### config.mk
export PLATFORM = sky130hd
export DESIGN_NAME = mm_cmd_master
export DESIGN_NICKNAME = d
export VERILOG_FILES = /design/src/rtl/mm_cmd_master.sv
export SDC_FILE = /design/constraint.sdc
export NUM_CORES = 1
export LEC_CHECK = 0
export ABC_AREA = 1
export CAP_MARGIN = 20
export CORE_ASPECT_RATIO = 0.8
export CORE_MARGIN = 2
export CORE_UTILIZATION = 49
export CTS_BUF_LIST = sky130_fd_sc_hd__clkbuf_4 sky130_fd_sc_hd__clkbuf_8 sky130_fd_sc_hd__clkbuf_16
export CTS_CLUSTER_DIAMETER = 100
export DETAILED_ROUTE_END_ITERATION = 6
export PLACE_DENSITY = 0.77
export REMOVE_ABC_BUFFERS = 1
export SLEW_MARGIN = 20
export SYNTH_ARGS = -nofsm -noshare
export SYNTH_HDL_FRONTEND = slang
export SYNTH_SLANG_ARGS = --single-unit
### constraint.sdc
create_clock -name CLK -period 2.1 [get_ports CLK]
set_input_delay 0.525 -clock CLK [delete_from_list [all_inputs] [get_ports CLK]]
set_output_delay 0.525 -clock CLK [all_outputs]
set_load 0.03 [all_outputs]
### src/rtl/mm_cmd_master.sv
// Command-channel master: sends a header, one computation command per block, collects
// one checksum response per block, then issues the terminate command (word 0).
module mm_cmd_master #(
    parameter int unsigned W_D      = 32,
    parameter int unsigned W_COMM_A = 4
) (
    input  logic           CLK,
    input  logic           RST_X,
    input  logic           start,
    input  logic [W_D-1:0] matrix_size,
    input  logic [W_D-1:0] block_size,
    input  logic [W_D-1:0] num_blocks,
    output logic [W_D-1:0] cmd_d,
    output logic           cmd_enq,
    input  logic           cmd_full,
    input  logic [W_D-1:0] rsp_q,
    output logic           rsp_deq,
    input  logic           rsp_empty,
    output logic           busy,
    output logic           done,
    output logic [W_D-1:0] total_sum,
    output logic [W_D-1:0] last_latency
);

    // The channel depth exponent only documents the FIFOs this master is paired with.
    if (W_COMM_A > 31) begin : g_depth_note
    end

    typedef enum logic [2:0] {
        S_IDLE,
        S_HDR,
        S_BLK,
        S_RWAIT,
        S_RDEQ,
        S_RCAP,
        S_TERM,
        S_FIN
    } state_e;

    state_e         state_q;
    logic [W_D-1:0] msize_q;
    logic [W_D-1:0] bsize_q;
    logic [W_D-1:0] nblk_q;
    logic [W_D-1:0] blk_cnt_q;
    logic [W_D-1:0] lat_q;
    logic [W_D-1:0] cmd_d_q;
    logic [W_D-1:0] sum_q;
    logic [W_D-1:0] last_lat_q;
    logic           cmd_enq_q;
    logic           rsp_deq_q;
    logic           busy_q;
    logic           done_q;

    logic [W_D-1:0] blk_cnt_inc_c;
    logic [W_D-1:0] lat_inc_c;

    assign blk_cnt_inc_c = blk_cnt_q + W_D'(1);
    assign lat_inc_c     = (&lat_q) ? lat_q : lat_q + W_D'(1);

    // rsp_deq is registered: emptiness seen in RWAIT drives the dequeue during RDEQ.
    // This master is the only consumer, so the entry it saw cannot vanish in between,
    // and the read data is on rsp_q by RCAP.
    always_ff @(posedge CLK or negedge RST_X) begin
        if (!RST_X) begin
            state_q    <= S_IDLE;
            msize_q    <= '0;
            bsize_q    <= '0;
            nblk_q     <= '0;
            blk_cnt_q  <= '0;
            lat_q      <= '0;
            cmd_d_q    <= '0;
            sum_q      <= '0;
            last_lat_q <= '0;
            cmd_enq_q  <= 1'b0;
            rsp_deq_q  <= 1'b0;
            busy_q     <= 1'b0;
            done_q     <= 1'b0;
        end else begin
            cmd_enq_q <= 1'b0;
            rsp_deq_q <= 1'b0;
            done_q    <= 1'b0;
            case (state_q)
                S_IDLE: begin
                    if (start) begin
                        msize_q   <= matrix_size;
                        bsize_q   <= block_size;
                        nblk_q    <= num_blocks;
                        sum_q     <= '0;
                        blk_cnt_q <= '0;
                        busy_q    <= 1'b1;
                        state_q   <= S_HDR;
                    end
                end
                S_HDR: begin
                    if (!cmd_full) begin
                        cmd_d_q   <= msize_q;
                        cmd_enq_q <= 1'b1;
                        state_q   <= (nblk_q != '0) ? S_BLK : S_TERM;
                    end
                end
                S_BLK: begin
                    if (!cmd_full) begin
                        cmd_d_q   <= bsize_q;
                        cmd_enq_q <= 1'b1;
                        lat_q     <= '0;
                        state_q   <= S_RWAIT;
                    end
                end
                S_RWAIT: begin
                    lat_q <= lat_inc_c;
                    if (!rsp_empty) begin
                        rsp_deq_q <= 1'b1;
                        state_q   <= S_RDEQ;
                    end
                end
                S_RDEQ: begin
                    state_q <= S_RCAP;
                end
                S_RCAP: begin
                    sum_q      <= sum_q + rsp_q;
                    last_lat_q <= lat_q;
                    blk_cnt_q  <= blk_cnt_inc_c;
                    state_q    <= (blk_cnt_inc_c == nblk_q) ? S_TERM : S_BLK;
                end
                S_TERM: begin
                    if (!cmd_full) begin
                        cmd_d_q   <= '0;
                        cmd_enq_q <= 1'b1;
                        state_q   <= S_FIN;
                    end
                end
                S_FIN: begin
                    done_q  <= 1'b1;
                    busy_q  <= 1'b0;
                    state_q <= S_IDLE;
                end
                default: begin
                    state_q <= S_IDLE;
                end
            endcase
        end
    end

    assign cmd_d        = cmd_d_q;
    assign cmd_enq      = cmd_enq_q;
    assign rsp_deq      = rsp_deq_q;
    assign busy         = busy_q;
    assign done         = done_q;
    assign total_sum    = sum_q;
    assign last_latency = last_lat_q;

endmodule
Yosys cells after proc, flatten, opt, wreduce, memory -nomap -nowiden
Cells that the tools add are included.
- magnitude comparators: 0
- multipliers: 0
- add/subtract/negate cells: 3
- equality and inequality tests: 14
- shift operators: 0
- bitwise gates (word level): 0
- reduce and logical (&&, ||, !) cells: 14
- divide/modulo/power cells: 0
- mux-type cells: 24
- operators with widths (cell ; number):
    $pmux W32 S2 ; 3
    $mux W32 ; 5
    $pmux W32 S3 ; 1
    $add A32 B1 Y32 const B ; 2
    $add A32 B32 Y32 ; 1
    $eq A32 B32 Y1 ; 1
    $reduce_and A32 Y1 ; 1
    $reduce_bool A32 Y1 ; 1
    $pmux W3 S8 ; 1
    $mux W3 ; 7
    $eq A3 B3 Y1 const B ; 4
    $ne A2 B2 Y1 const B ; 6
    $eq A3 B2 Y1 const B ; 2
    $mux W1 ; 6
    $reduce_and A2 Y1 ; 3
    $reduce_bool A2 Y1 ; 3
    $reduce_and A5 Y1 ; 1
    $reduce_and A4 Y1 ; 1
    $eq A3 B1 Y1 const B ; 1
    $logic_not A3 Y1 ; 1
    $reduce_and A3 Y1 ; 1
    $reduce_bool A3 Y1 ; 1
    $reduce_or A3 Y1 ; 1
    $pmux W1 S2 ; 1
- register bits: 263
- memories: 0
- input bits: 133
- output and inout bits: 100
- memory bits (writable): 0
- latch bits: 0
- memory bits (read-only): 0

Depth between registers and ports, before layout
Gate-level depths: netlist of run 1.
- depth in word-level cells: 4
- gate-level depth with buffers: 17
- depth with buffers taken out: 17

Worst setup path before layout of run 1
Ideal clock, no wire load.
- path type: register to register
- from: register sum_q[0] (netlist: total_sum[0])
- to: register sum_q[24] (netlist: total_sum[24])
- setup slack: -195 ps
- period minus slack after synthesis: 2295 ps
- data arrival time: 2212 ps
- path buffers: 0
- cell stages (with the launch flop): 16
- cell sequence: dfrtp_1 ha_1 fa_1 nand2_1 nand2_1 o21ai_0 inv_1 nand2_1 nand2_1 nand2_1 nand2_1 a21oi_1 o21ai_0 nand2_1 nand2_1 o21ai_0
- word-level cells in the longest chain between the ends: 2
- RTL lines (item ; RTL line ; text):
    start, declared ; 47 ; logic [W_D-1:0] sum_q;
    start signal, assigned ; 120 ; sum_q <= sum_q + rsp_q;
    $add A32 B32 Y32 ; 120 ;
    $pmux W32 S2 ; 82 ; case (state_q)
No other way between the ends.
A chain may end at the register's enable or synchronous reset.

Worst setup path after layout of run 1
- from: register sum_q[0] (netlist: total_sum[0])
- to: register sum_q[20] (netlist: total_sum[20])
Same word-level chain as after synthesis.

==> results_dict.tcl, run 1 <==
set metrics [dict create \
    die_height_um 156 \
    cts-root-to-sink-buffers 3 \
    wl_per_cell_um 17.4 \
    sequential_share_of_the_synthesized_area_pct 46.6 \
    dominantRegCellSynth "dfrtp_1" \
    yosysWarningCount 0 \
    drtPass1Iterations 6 \
    syn-cell-area_sq_um 14100 \
    maximum_number_of_pins_on_one_net_before_global_route_repair 66 \
    cts_bufs_inserted 29 \
    top_level_ports 233 \
    vias_per_cell 5.48 \
    via_count 14100 \
    rsz0062_at_grt "true" \
    setup.worst_path.end_class "flop" \
    p_sw_share_pct 41.6 \
    initial_utilization_pct 49.9 \
    place_inst 2487 \
    timing.max_slew.rel_slack_pct 64.3 \
    fin_crit_sh_pct 104 \
    period_needed_ns 2.19 \
    tns_ns -0.137 \
    clk_transition_reported_paths_ns 0.06 \
    grtUsageTotal_pct 28.9 \
    critical_path_required_ns 2.52 \
    antenna_violations_before_repair 3 \
    dr.first_iter.drc_count 1058 \
    worst_pin_slew_ns 0.535 \
    syn_inst 1739 \
    port_buffers 232 \
    hold_path_class "in2reg" \
    grt_first_pass_wirelength_um 70900 \
    irDropWorstVdd_mv 1.00 \
    floorplan.die_area_sq_um 30200 \
    route.final.wire_length_um 44700 \
    share_clk_of_total_power_pct 19.4 \
    grt_pass1_vias 14000 \
    setup_viol_count_final 4 \
    clock_tree.htree_level_count 1 \
    mapped_avg_cell_area_sq_um 8.11 \
    combinationalPowerShare_pct 49.1 \
    core_area_sq_um 28300 \
    place_hpwl_um 31800 \
    max_cap_viol_count 0 \
    tritoncts "done" \
    worst_clock_skew_ns 0.0139 \
    detail_route.drc_violations 0 \
    layout.cell_area.non_filler_sq_um 20100 \
    fillerInstances 2208 \
    achievable-frequency_ghz 0.457 \
    insertion_delay_ns 0.57 \
    timing.final.max_slew_violations 0 \
    synth-edff-count 0 \
    grt-ovfl-total 0 \
    report.power.total_mw 26.7 \
    async_reset_ff_share_pct 100 \
    leakage_nw 9.35 \
    worst_slack_ns -0.0897 \
    gp_congestion 0.967 \
    power.switching_mw 11.1 \
    outcome "complete, but fails checks" \
    synthDistinctLibCells 47 \
    power_report.internal_total_mw 15.6 \
    place_worst_setup_slack_ns -0.858 \
    finish.net_count 2340 \
    cts_root_buf "clkbuf_16" \
    stdcell_count 2566 \
    p_per_area_nw_per_um2 1330 \
    postPlaceCellArea_sq_um 18300 \
    synth_seq_cells 263 \
    critical_path.startpoint_type "flop" \
    numClockSinks 263 \
    critical_path_peak_fanout 2 \
    placement_rows 55 \
    cp_data_arrival_time_ns 2.61 \
    layout-drive-gt1-share_pct 24.3 \
    relative_contribution_of_sequential_cells_to_total_power_pct 31.6 \
    die-width_um 194 \
    hold_viol 0 \
    drtAntennaViolNets 0 \
    timing.setup.critical_path_class "reg2reg" \
    area_delta_synth_final_pct 42.6 \
    violations "negative setup slack" \
]
layout make-up:
| cell class | count | area (sq um) | area share, % |
|---|---|---|---|
| Multi-Input combinational cell | 1256 | 7420 | 36.9 |
| Sequential cell | 263 | 6590 | 32.8 |
| Timing Repair Buffer | 460 | 4060 | 20.2 |
| Clock buffer | 46 | 903 | 4.49 |
| Inverter | 163 | 618 | 3.07 |
| Tap cell | 370 | 463 | 2.30 |
| Clock inverter | 5 | 65.1 | 0.323 |
| Antenna cell | 3 | 7.51 | 0.0373 |
synthesized netlist by cell type (all sizes together) (27+ instances only):
library cell	count	area share, %
a31oi	35	1.6
buf	30	1.1
dfrtp	263	47
nand3	117	4.2
mux2	65	5.2
ha	33	2.9
o21ai	98	3.5
nand2	443	12
clkbuf	27	0.72
a21oi	85	3.0
o22ai	35	1.6
inv	161	4.3
nor2	211	6.2
worst max-delay path: stages (launching register included):
cell,delay [ns]
dfrtp_1,0.39
ha_2,0.19
fa_2,0.35
nand2_2,0.09
nand2_2,0.07
o21ai_4,0.08
inv_1,0.06
nand2_1,0.06
nand2_1,0.07
nand2_1,0.09
nand2_2,0.08
a21oi_2,0.17
buf_4,0.14
xor2_1,0.14
o21ai_1,0.07
through the flow:
step / util [%] / hold slack, ns
2_1_floorplan: - / 0.229
3_3_place_gp: 64.7 / 0.457
3_5_place_dp: 64.7 / 0.459
4_1_cts: 68.8 / 0.475
5_1_grt: 71.1 / 0.434
6_report: 71.1 / 0.408
cells by family after synthesis:
group,count (synthesis),synth area share (%)
adder cells (fa/ha/maj),34,3.07
buffers and inverters,220,6.13
multiplexers,65,5.19
AO/OA/AOI/OAI,293,11.9
XOR/XNOR,27,1.77
AND/OR/NAND/NOR,837,25.3
flip-flops,263,46.6
power groups by stage:
stage | Combinational (mW) | Clock (mW) | Sequential [mW]
2_1_floorplan | 5.85 | 0 | 9.48
3_3_place_gp | 12.1 | 0 | 8.31
3_5_place_dp | 12.4 | 0 | 8.39
4_1_cts | 12.3 | 5.24 | 8.35
5_1_grt | 14.3 | 5.46 | 8.65
6_report | 13.1 | 5.16 | 8.42
sequential cells by signal (all words and copies together), names as in the netlist, 3 cells and up:
register      cells
nblk_q           32
msize_q          32
lat_q            32
total_sum        32
last_latency     32
state_q           3
blk_cnt_q        32
bsize_q          32
cmd_d            32
path summary, 6_finish.rpt:
check | depth (start not counted) | from | endpoint | slack (ns)
min reg2reg | 2 | last_latency[8]$_DFFE_PN0P_ | last_latency[8]$_DFFE_PN0P_ | 0.48
max | 14 | total_sum[0]$_DFFE_PN0P_ | total_sum[20]$_DFFE_PN0P_ | -0.09
min | 3 | rsp_q[0] | total_sum[0]$_DFFE_PN0P_ | 0.41
max in group asynchronous | 3 | RST_X | blk_cnt_q[4]$_DFFE_PN0P_ | 0.82
min in group asynchronous | 2 | RST_X | last_latency[19]$_DFFE_PN0P_ | 0.51
max reg2reg | 14 | total_sum[0]$_DFFE_PN0P_ | total_sum[20]$_DFFE_PN0P_ | -0.09
per-layer routing:
layer  share of wire (%)  GRT usage (%)  up-vias
met5                   0              0        -
met4                 2.6           7.49        0
met3                 9.1           7.80       89
met2                  45           46.1      558
met1                  43           39.1     6744
li1                    -              -     6678
cells in the final DEF (no fill, tap or decap), types with 14 or more instances in the layout:
master / synthesis / layout
nand2_1: 429 / 400
dfrtp_1: 263 / 257
ha_1: 33 / 16
a21oi_1: 84 / 66
clkbuf_16: 0 / 29
nor4_1: 15 / 15
nor2_1: 194 / 161
nand3_1: 115 / 102
inv_1: 154 / 149
nor2_4: 9 / 21
o22ai_1: 35 / 35
xor2_1: 23 / 23
nor2_2: 8 / 29
dlygate4sd2_1: 0 / 99
nor3_1: 23 / 22
o21ai_0: 92 / 70
nand2_2: 11 / 35
ha_4: 0 / 14
o21ai_1: 6 / 17
mux2_2: 65 / 65
a21oi_2: 1 / 15
buf_4: 4 / 208
a31oi_1: 35 / 35
nand4_1: 21 / 21
clkdlybuf4s50_1: 0 / 127
what timing repair did:
| action | 4_1_cts | 5_1_grt |
|---|---|---|
| hold buffers | 1 | 0 |
| pin swaps | 27 | 50 |
| endpoints found under the setup margin | 133 | 93 |
| hold endpoints to repair | 53 | 0 |
| resized for setup | 173 | 146 |
| cloned | 0 | 0 |
| setup buffers | 8 | 16 |
No activity file was read; power rests on OpenSTA's default activity.
==> run 2, diff against run 1 <==
--- a/config.mk
+++ b/config.mk
@@ -5,16 +5,14 @@
 export SDC_FILE = /design/constraint.sdc
 export NUM_CORES = 1
 export LEC_CHECK = 0
-export ABC_AREA = 1
 export CAP_MARGIN = 20
 export CORE_ASPECT_RATIO = 0.8
 export CORE_MARGIN = 2
-export CORE_UTILIZATION = 49
+export CORE_UTILIZATION = 48
 export CTS_BUF_LIST = sky130_fd_sc_hd__clkbuf_4 sky130_fd_sc_hd__clkbuf_8 sky130_fd_sc_hd__clkbuf_16
 export CTS_CLUSTER_DIAMETER = 100
 export DETAILED_ROUTE_END_ITERATION = 6
 export PLACE_DENSITY = 0.77
-export REMOVE_ABC_BUFFERS = 1
 export SLEW_MARGIN = 20
 export SYNTH_ARGS = -nofsm -noshare
 export SYNTH_HDL_FRONTEND = slang
==> results_dict.tcl, run 2 <==
set metrics [dict create \
    detailroute.wirelength.met2_um 21200 \
    port_buffers 232 \
    routed-wl-met3_um 2450 \
    layout.cell_area.non_filler_sq_um 20200 \
    drtAntennaViolNets 0 \
    cp_data_arrival_time_ns 3.29 \
    synth.most_common_cell "nand2_1" \
    p_sw_share_pct 41.1 \
    layout.cells.most_common_list "464 x nand2_1, 257 x buf_4, 256 x dfrtp_1" \
    maximum_number_of_pins_on_one_net_before_global_route_repair 88 \
    mapped_avg_cell_area_sq_um 8.64 \
    dominantRegCellSynth "dfrtp_1" \
    grt-ovfl-total 0 \
    max_cap_viol_count 0 \
    multi_input_comb_area_sq_um 7290 \
    synthDistinctLibCells 60 \
    worst_pin_slew_ns 0.515 \
    power.switching_mw 10.6 \
    p_per_area_nw_per_um2 1270 \
    grt_pass1_vias 13400 \
    wl_per_cell_um 18.0 \
    synth_seq_cells 263 \
    antenna_violations_before_repair 3 \
    timing.final.max_slew_violations 0 \
    m1WireLength_um 18600 \
    hold_viol 0 \
    cts_root_buf "clkbuf_16" \
    yosysWarningCount 0 \
    place_hpwl_um 28400 \
    critical_path.startpoint_type "flop" \
    route.final.wire_length_um 43700 \
    finish.net_count 2207 \
    dr.first_iter.drc_count 1093 \
    critical_path_peak_fanout 4 \
    post-synth-top-area-cell "dfrtp_1" \
    layout-drive-gt1-share_pct 24.7 \
    clock_tree.htree_level_count 1 \
    detail_route.drc_violations 0 \
    syn_inst 1547 \
    syn_nets 1714 \
    numClockSinks 263 \
    tritoncts "done" \
    area.sequential_sq_um 6590 \
    die-width_um 191 \
    cts-root-to-sink-buffers 3 \
    drtPass1Iterations 5 \
    placement_rows 54 \
    setup.worst_path.end_class "flop" \
    sequential_share_of_the_synthesized_area_pct 49.2 \
    synth-edff-count 0 \
    syn-cell-area_sq_um 13400 \
    final_common_cell "nand2_1" \
    outcome "complete, but fails checks" \
    fin_crit_sh_pct 135 \
    yosys-top-cells-area "dfrtp_1 49%, nand2_1 13%, o21ai_0 4.4%" \
    async_reset_ff_share_pct 100 \
    leakage_nw 9.93 \
    rsz0062_at_grt "true" \
    achievable-frequency_ghz 0.351 \
    ys_top_cells_by_count "467 x nand2_1, 263 x dfrtp_1, 117 x o21ai_0" \
    clk_transition_reported_paths_ns 0.06 \
    combinationalPowerShare_pct 50.1 \
    die_height_um 153 \
    grtUsageTotal_pct 29.2 \
    gp_congestion 0.923 \
    tns_ns -21.43 \
    initial_utilization_pct 49.0 \
    setup_viol_count_final 63 \
    via_count 13400 \
    worst_clock_skew_ns 0.0115 \
    fillerInstances 1911 \
    hold_path_class "reg2reg" \
    insertion_delay_ns 0.54 \
    vias_per_cell 5.52 \
    critical_path_required_ns 2.54 \
    violations "negative setup slack" \
    top_level_ports 233 \
    share_clk_of_total_power_pct 19.7 \
    postPlaceCellArea_sq_um 18300 \
    timing.setup.critical_path_class "reg2reg" \
    area_delta_synth_final_pct 51.5 \
    fin_worst_hold_slack_ns 0.466 \
    period_needed_ns 2.85 \
    cts_bufs_inserted 28 \
    timing.max_slew.rel_slack_pct 65.3 \
    grt_first_pass_wirelength_um 69300 \
    dr.max_layer_used "met4" \
    synth_top_area_share_pct 49.2 \
    worst_slack_ns -0.745 \
    relative_contribution_of_sequential_cells_to_total_power_pct 30.2 \
    irDropWorstVdd_mv 1.01 \
    power_report.internal_total_mw 15.1 \
    core_area_sq_um 27300 \
    floorplan.die_area_sq_um 29200 \
]
-- run 2: path summary, 6_finish.rpt --
path	start	end	slack (ns)	depth (start not counted)
min	last_latency[0]$_DFFE_PN0P_	last_latency[0]$_DFFE_PN0P_	0.47	2
max in group asynchronous	RST_X	blk_cnt_q[2]$_DFFE_PN0P_	0.88	3
max reg2reg	blk_cnt_q[0]$_DFFE_PN0P_	state_q[2]$_DFFE_PN0P_	-0.75	10
min reg2reg	last_latency[0]$_DFFE_PN0P_	last_latency[0]$_DFFE_PN0P_	0.47	2
min in group asynchronous	RST_X	blk_cnt_q[16]$_DFFE_PN0P_	0.51	2
max	blk_cnt_q[0]$_DFFE_PN0P_	state_q[2]$_DFFE_PN0P_	-0.75	10
-- run 2: timing repair --
item                                    4_1_cts  5_1_grt
endpoints found under the hold margin        48        0
endpoints found under the setup margin      162       75
resized for setup                           238       80
gates cloned                                  3        0
buffers inserted                             38       30
pin swaps                                    83       85
hold buffers                                  1        0
-- run 2: power by group through the flow --
stage                     Combinational (mW)  Clock [mW]  Sequential (mW)
after detailed placement                11.6           0             7.77
after global routing                    13.9        5.36             7.92
after CTS                               12.3        5.14             7.72
after global placement                  11.3           0             7.71
final                                   12.9        5.05             7.75
after floorplan                         5.50           0             8.77
-- run 2: cells by family (layout without fill, tap and decap cells) --
kind of cell | count (synthesis) | after routing | synth area share [%]
AND/OR/NAND/NOR | 737 | 738 | 24.6
AO/OA/AOI/OAI | 324 | 324 | 14.0
flip-flops | 263 | 263 | 49.2
buffers and inverters | 97 | 611 | 2.86
XOR/XNOR | 89 | 89 | 5.83
adder cells (fa/ha/maj) | 34 | 34 | 3.24
multiplexers | 3 | 3 | 0.225
other | 0 | 2 | 0
-- run 2: layer usage --
metal  vias up  GRT usage, %
met4         0          9.15
li1       6276             -
met2       434          48.6
met3        98          4.04
met1      6599          39.8
met5         -             0
-- run 2: worst max-delay path: stages (launching register included) --
cell and delay [ns]:
dfrtp_1 0.40, ha_4 0.18, nand4_4 0.10, or4_4 0.54, nor3_4 0.29, nand3_2 0.13
o22ai_2 0.20, nand4_1 0.13, nor4_2 0.35, o2111ai_2 0.17, o31ai_2 0.24
-- run 2: layout make-up --
class                           count  share of cell area, %
Multi-Input combinational cell   1188                   36.0
Timing Repair Buffer              542                   24.2
Antenna cell                        2                 0.0247
Tap cell                          364                   2.25
Clock buffer                       36                   3.94
Inverter                           17                  0.315
Sequential cell                   263                   32.5
Clock inverter                     16                  0.729
-- run 2: stage by stage --
step,cells,util (%),setup WS (ns),total power [mW]
floorplan,1547,-,-0.601,14.3
global placement,2330,67.2,-1.23,19.0
global route,2428,74.2,-0.855,27.1
detailed placement,2330,67.2,-1.28,19.4
finish,2428,74.2,-0.745,25.7
CTS,2414,72.9,-0.670,25.2
